==> src/rtl/anton_neopixel_bus_master.sv <==
// Host-to-responder bus master for the NeoPixel pixel buffer and register file.
// Accepts burst commands from the host and runs them on the responder bus.
// Write bursts return one acknowledge. Read bursts return one response per beat.
// The buffer region wraps at BUFFER_END. The register region wraps within an
// 8-byte block.

`ifndef BUFFER_END_DEFAULT
`define BUFFER_END_DEFAULT 13'd1535
`endif

module anton_neopixel_bus_master #(
    parameter logic [12:0] BUFFER_END = `BUFFER_END_DEFAULT
) (
    input  logic        busClk_i,
    input  logic        busReset_i,
    input  logic        cmdValid_i,
    output logic        cmdReady_o,
    input  logic        cmdWrite_i,
    input  logic [13:0] cmdAddr_i,
    input  logic [7:0]  cmdData_i,
    input  logic [12:0] cmdLen_i,
    output logic        rspValid_o,
    input  logic        rspReady_i,
    output logic [7:0]  rspData_o,
    output logic        rspLast_o,
    output logic [13:0] busAddr_o,
    output logic [7:0]  busDataIn_o,
    output logic        busWrite_o,
    output logic        busRead_o,
    input  logic [7:0]  busDataOut_i,
    output logic        busy_o
);

    // state   | meaning
    // IDLE    | waiting for a host command, cmdReady high
    // WRITE   | one write strobe per cycle until the beat counter reaches zero
    // READ    | single-cycle read strobe for the current address
    // CAPTURE | responder data is valid, registered into the response
    // RESP    | response held until the host takes it
    typedef enum logic [2:0] {
        S_IDLE    = 3'd0,
        S_WRITE   = 3'd1,
        S_READ    = 3'd2,
        S_CAPTURE = 3'd3,
        S_RESP    = 3'd4
    } state_t;

    state_t      state_q, state_d;
    logic [13:0] addr_q, addr_d;
    logic [7:0]  data_q, data_d;
    logic [12:0] cnt_q, cnt_d;
    logic [7:0]  rsp_data_q, rsp_data_d;
    logic        rsp_last_q, rsp_last_d;
    logic        cnt_zero;

    // The register region keeps its block and region bits and only steps the
    // byte index. The buffer region wraps only on an exact match with
    // BUFFER_END, so a start address above it just counts up within 13 bits.
    function automatic logic [13:0] next_addr(input logic [13:0] a);
        logic [13:0] n;
        if (a[13]) begin
            n = {a[13:3], a[2:0] + 3'd1};
        end else if (a[12:0] == BUFFER_END) begin
            n = 14'd0;
        end else begin
            n = {1'b0, a[12:0] + 13'd1};
        end
        return n;
    endfunction

    assign cnt_zero = (cnt_q == 13'd0);

    // State register
    always_ff @(posedge busClk_i or posedge busReset_i) begin
        if (busReset_i) begin
            state_q <= S_IDLE;
        end else begin
            state_q <= state_d;
        end
    end

    // Next-state logic
    always_comb begin
        state_d = state_q;
        case (state_q)
            S_IDLE:    if (cmdValid_i) state_d = cmdWrite_i ? S_WRITE : S_READ;
            S_WRITE:   if (cnt_zero) state_d = S_RESP;
            S_READ:    state_d = S_CAPTURE;
            S_CAPTURE: state_d = S_RESP;
            S_RESP:    if (rspReady_i) state_d = rsp_last_q ? S_IDLE : S_READ;
            default:   state_d = S_IDLE;
        endcase
    end

    // State-decoded outputs
    always_comb begin
        cmdReady_o = 1'b0;
        busy_o     = 1'b1;
        busWrite_o = 1'b0;
        busRead_o  = 1'b0;
        rspValid_o = 1'b0;
        case (state_q)
            S_IDLE: begin
                cmdReady_o = 1'b1;
                busy_o     = 1'b0;
            end
            S_WRITE: busWrite_o = 1'b1;
            S_READ:  busRead_o  = 1'b1;
            S_RESP:  rspValid_o = 1'b1;
            default: ;
        endcase
    end

    // Command latch, address/beat stepping, and response capture
    always_comb begin
        addr_d     = addr_q;
        data_d     = data_q;
        cnt_d      = cnt_q;
        rsp_data_d = rsp_data_q;
        rsp_last_d = rsp_last_q;
        case (state_q)
            S_IDLE: begin
                if (cmdValid_i) begin
                    addr_d = cmdAddr_i;
                    data_d = cmdData_i;
                    cnt_d  = cmdLen_i;
                end
            end
            S_WRITE: begin
                if (cnt_zero) begin
                    rsp_data_d = 8'h00;
                    rsp_last_d = 1'b1;
                end else begin
                    addr_d = next_addr(addr_q);
                    cnt_d  = cnt_q - 13'd1;
                end
            end
            S_CAPTURE: begin
                rsp_data_d = busDataOut_i;
                rsp_last_d = cnt_zero;
            end
            S_RESP: begin
                if (rspReady_i && !cnt_zero) begin
                    addr_d = next_addr(addr_q);
                    cnt_d  = cnt_q - 13'd1;
                end
            end
            default: ;
        endcase
    end

    // Datapath registers; bus address and write data come straight from flops
    always_ff @(posedge busClk_i or posedge busReset_i) begin
        if (busReset_i) begin
            addr_q     <= 14'd0;
            data_q     <= 8'd0;
            cnt_q      <= 13'd0;
            rsp_data_q <= 8'd0;
            rsp_last_q <= 1'b0;
        end else begin
            addr_q     <= addr_d;
            data_q     <= data_d;
            cnt_q      <= cnt_d;
            rsp_data_q <= rsp_data_d;
            rsp_last_q <= rsp_last_d;
        end
    end

    assign busAddr_o   = addr_q;
    assign busDataIn_o = data_q;
    assign rspData_o   = rsp_data_q;
    assign rspLast_o   = rsp_last_q;

endmodule

==> config.mk <==
export PLATFORM = sky130hd
export DESIGN_NAME = anton_neopixel_bus_master
export DESIGN_NICKNAME = d
export VERILOG_FILES = /design/src/rtl/anton_neopixel_bus_master.sv
export SDC_FILE = /design/constraint.sdc
export NUM_CORES = 1
export LEC_CHECK = 0
export CORE_MARGIN = 2
export CORE_UTILIZATION = 50
export CTS_CLUSTER_DIAMETER = 30
export DETAILED_ROUTE_END_ITERATION = 8
export PLACE_DENSITY = 0.86
export SYNTH_ARGS = -nofsm -noshare
export SYNTH_HDL_FRONTEND = slang
export SYNTH_SLANG_ARGS = --single-unit
==> constraint.sdc <==
create_clock -name busClk_i -period 2.9 [get_ports busClk_i]
set_input_delay 0.87 -clock busClk_i [delete_from_list [all_inputs] [get_ports busClk_i]]
set_output_delay 0.87 -clock busClk_i [all_outputs]
set_load 0.05 [all_outputs]
Word-level counts from Yosys, hierarchy flattened
Index checks and enable logic that the tools add are counted.
{ "totals": {"register_bits": 47, "inputBits": 48, "out_inout_bits": 36, "wordCells": 54} }
{ "op_classes": {"add_sub_neg": 3, "eq_ne": 10, "n_mux": 25, "n_reduce_logical": 10} }
{ "ops": {"columns": ["cell", "n"], "rows": [
  ["$mux W14", 4],
  ["$mux W13", 4],
  ["$pmux W14 S3", 1],
  ["$pmux W13 S3", 1],
  ["$pmux W8 S2", 1],
  ["$pmux W3 S5", 1],
  ["$add A13 B1 Y13 const B", 1],
  ["$eq A13 B11 Y1 const B", 1],
  ["$logic_not A13 Y1", 1],
  ["$sub A13 B1 Y13 const B", 1],
  ["$ne A2 B2 Y1 const B", 5],
  ["$mux W3", 3],
  ["$mux W8", 1],
  ["$eq A3 B2 Y1 const B", 2],
  ["$mux W1", 6],
  ["$mux W2", 2],
  ["$reduce_and A2 Y1", 2],
  ["$reduce_and A4 Y1", 1],
  ["$add A3 B1 Y3 const B", 1],
  ["$eq A3 B1 Y1 const B", 1],
  ["$eq A3 B3 Y1 const B", 1],
  ["$logic_not A3 Y1", 1],
  ["$reduce_and A3 Y1", 1],
  ["$reduce_bool A3 Y1", 1],
  ["other kinds (4)", 4]
]} }

Longest topological paths before layout
{ "logic_depth": {"ltp_word": 5, "mapped_depth": 8, "ltp_nobuf": 7} }

Least setup slack after synthesis
OpenSTA, ideal clock, no wires.
{ "synth_timing": {"path_type": "flip-flop to output port", "from": "reg state_q[0]", "to": "out busy_o", "arrival_time_ns": 2.374, "required_time_ns": 2.030, "setup_slack_ns": -0.344, "stages_incl_launch_ff": 4, "n_path_buf": 1, "path_cell_list": "dfrtp_1 -> clkbuf_1 -> nor3_1 -> inv_1"} }
{ "synth_between": {"elab_chain_len": 2} }
{ "synth_rtl": {"columns": ["element", "line_no", "source"], "rows": [
  ["from (decl)", "48", "state_t state_q, state_d;"],
  ["from (signal assigned)", "78", "state_q <= state_d;"],
  ["$logic_not A3 Y1", "102", "case (state_q)"],
  ["$mux W1", "102", null],
  ["to (decl)", "31", "output logic busy_o"]
]} }
Every way passes these cells.

Worst setup path after layout
Same ends and word-level chain as after synthesis.

==> flow_summary.yaml <==
clocking:
  clk_latency_ns: 0.29
  postCtsSetupBuffers: 0
  cts-root-buf: "clkbuf_8"
  cts_tree: "yes"
  clockBufferDepth: 2
  htreeDepth: 2
  post_cts_resized: 2
  numCtsBuffers: 5
  cts.clk_slew.worst_paths_ns: 0.09
  clock-sinks: 47
  ctsHoldBuffers: 0
critical_path:
  worstSetupPathType: "reg2out"
  r2r_cells: 5
  rrSetupSlack_ns: 0.55
  start_kind: "flip-flop"
  cp.arrival_ns: 1.92
  crit_required_ns: 2.03
  crit_path_end_kind: "output pin"
  cp_cell_sequence: "nor3_2 -> inv_1 -> clkdlybuf4s50_1"
  crit_fanout: 12
  crit_slowest_cell: "clkdlybuf4s50_1"
  cp_slowest_stage_delay_ns: 0.70
  r2r-start: "busAddr_o[9]"
  rr_endpoint: "busAddr_o[12]"
sta:
  tightest_slew_ns: 0.652
  setup_ws_ns: 0.112
  hold_viol: 0
  fin_skew_ns: 0.00212
  hold_ws_ns: 0.478
  timing.final.crit_share: 0.961
  slew_headroom: 0.566
  clock.fmax_mhz: 359
  post-route-min-period_ns: 2.79
  slew_viol_final: 0
  fin_tns_setup_ns: 0
  rsz0062_at_grt: "no"
  setup_viol: 0
min_path:
  min_from: "busDataIn_o[3]"
  worst_hold_path.num_cells: 2
  min_to: "busDataIn_o[3]"
  hp-class: "reg2reg"
floorplan:
  row_count: 26
  die_h_um: 76.0
  die_area_mm2: 0.00577
  io_pins: 84
  start_util: 0.514
  die_x_um: 76.0
  design.core.area_mm2: 0.00504
yosys:
  synth_cell_types: 44
  ys_seq_area_frac: 0.454
  syn-cell-area_mm2: 0.00259
  synthCells: 304
  synth_top_area_frac: 0.454
  synth_nets: 355
  synth-edff-count: 0
  synth_top_flop_cell: "dfrtp_1"
  synth_area_leaders: "dfrtp_1 (45%), nand2_1 (8.4%), a22o_1 (5.7%)"
  synth_area_per_cell_um2: 8.52
  yosysWarnings: 0
  synthArstFlopShare: 1.00
  ys_seq_elements: 47
  synth_top_cell_by_area: "dfrtp_1"
power_and_ir_drop:
  peakVddDrop_mv: 0.887
  cellPowerDensity_mw_per_mm2: 1360
  intPower_uw: 2420
  switching_share: 0.510
  power.share.combinational: 0.617
  power.switching_uw: 2510
  power_frac_seq: 0.268
  leakagePower_uw: 0.00156
  total_power_uw: 4930
  pwr-share-clk: 0.115
routing:
  wl_per_cell_um: 14.7
  routed_wl_mm: 6.70
  vias_per_cell: 5.70
  drt-met1-wl_mm: 2.87
  drc: 0
  wl_met2_mm: 3.29
  dr_total_vias: 2599
  drt_iter0_drc: 160
  wl_met3_um: 439
  highest_layer: "met4"
  drtAntennaViolNets: 0
  drt_pass1_iterations: 4
job:
  cap_violations: 0
grt:
  antenna_found_initial: 0
  grt_max_degree: 32
  grt-ovfl-total: 0
  grt_pass1_wl_mm: 11.5
  grt_pass1_vias: 2503
  gr-usage-all-layers: 0.241
placement:
  hpwl_mm: 4.80
  gp_congestion: 0.848
  place_ws_ns: 0.315
  numPortBuffers: 83
finish:
  num-fill-cells: 410
  fin_nets: 436
  antenna_cells: 0
  multi_input_area_mm2: 0.00129
  area_growth_pct: 40.0
  register_area_mm2: 0.00118
  drive_gt1_frac: 0.0622
status:
  status: "completed"
-- per-stage QoR --
step / std cells / util / instance area, um^2
2_1_floorplan: 304 / - / 2590
3_3_place_gp: 448 / 0.692 / 3490
3_5_place_dp: 448 / 0.692 / 3490
4_1_cts: 456 / 0.718 / 3620
5_1_grt: 456 / 0.719 / 3630
6_report: 456 / 0.719 / 3630
-- synth_stat cells, types with 3 or more instances --
library cell   n
dfrtp_1       47
nor3_2         3
inv_1         13
clkbuf_1      11
nand2b_1       7
nand4_1        3
nand3_1       14
a22o_1        17
o22ai_1        8
nand2_1       58
a21oi_1       22
o21ai_0        9
a22oi_1        3
o21ai_1       18
nor2_1        20
o31ai_1        5
nor3_1        10
buf_2          3
ha_1           3
and3_1         3
-- power groups by stage --
stage / sequential [uW] / clock, uW / combinational, uW
2_1_floorplan: 1890 / 0 / 1620
3_5_place_dp: 1320 / 0 / 3040
4_1_cts: 1320 / 570 / 3050
5_1_grt: 1370 / 596 / 3330
6_report: 1320 / 566 / 3040
3_3_place_gp: 1310 / 0 / 2970
-- area by class of cell --
class,instances,area share
multi-input combinational,228,0.357
timing repair buffer,90,0.244
clock buffer,6,0.0200
tap,70,0.0242
clock inverter,2,0.0166
sequential,47,0.324
inverter,13,0.0135
-- state kept, by name, summed over array words and instances, names as in the netlist --
name and cells:
busAddr_o 14, busDataIn_o 8, cnt_q 13, rspData_o 8
rspLast_o 1, state_q 3
-- worst max-delay path: cells and delay by family, from the launching register on --
| family | cells | cell delay, ns |
|---|---|---|
| buf+inv | 2 | 0.78 |
| simple gates | 1 | 0.32 |
| flops | 1 | 0.53 |
-- how the worst max path moves through the flow --
stage                from    endpoint  cells after the start
2_1_floorplan  state_q[1]   busRead_o                      3
3_3_place_gp   state_q[1]   busRead_o                      3
3_5_place_dp   rspReady_i    cnt_q[0]                      6
4_1_cts        state_q[0]  cmdReady_o                      2
5_1_grt        state_q[0]      busy_o                      3
6_report       state_q[0]      busy_o                      3
-- cell families (layout without fill, tap and decap cells) --
group                    after synthesis  after routing  synth area share
AO/OA/AOI/OAI                         98             98             0.253
buffers and inverters                 29            111            0.0478
XOR/XNOR                               1              1           0.00338
AND/OR/NAND/NOR                      126            126             0.227
adder cells (fa/ha/maj)                3              3            0.0145
flip-flops                            47             47             0.454
-- routing by layer --
metal / up-vias / track usage
li1: 1267 / -
met1: 1221 / 0.321
met2: 100 / 0.396
met3: 11 / 0.0533
met4: 0 / 0.0745
met5: - / 0
-- layout by cell type, fill, tap and decap left out, types with 4 or more instances in the layout --
master	instances
nor3_2	4
clkbuf_8	5
nor3_1	9
nand2_1	58
o22ai_1	8
o21ai_0	9
buf_4	7
inv_1	12
nand2b_1	7
o31ai_1	5
nand3_1	14
a22o_1	17
clkdlybuf4s50_1	79
nor2_1	20
o21ai_1	18
a21oi_1	22
dfrtp_1	47
Power figures use the tool's default switching activity.
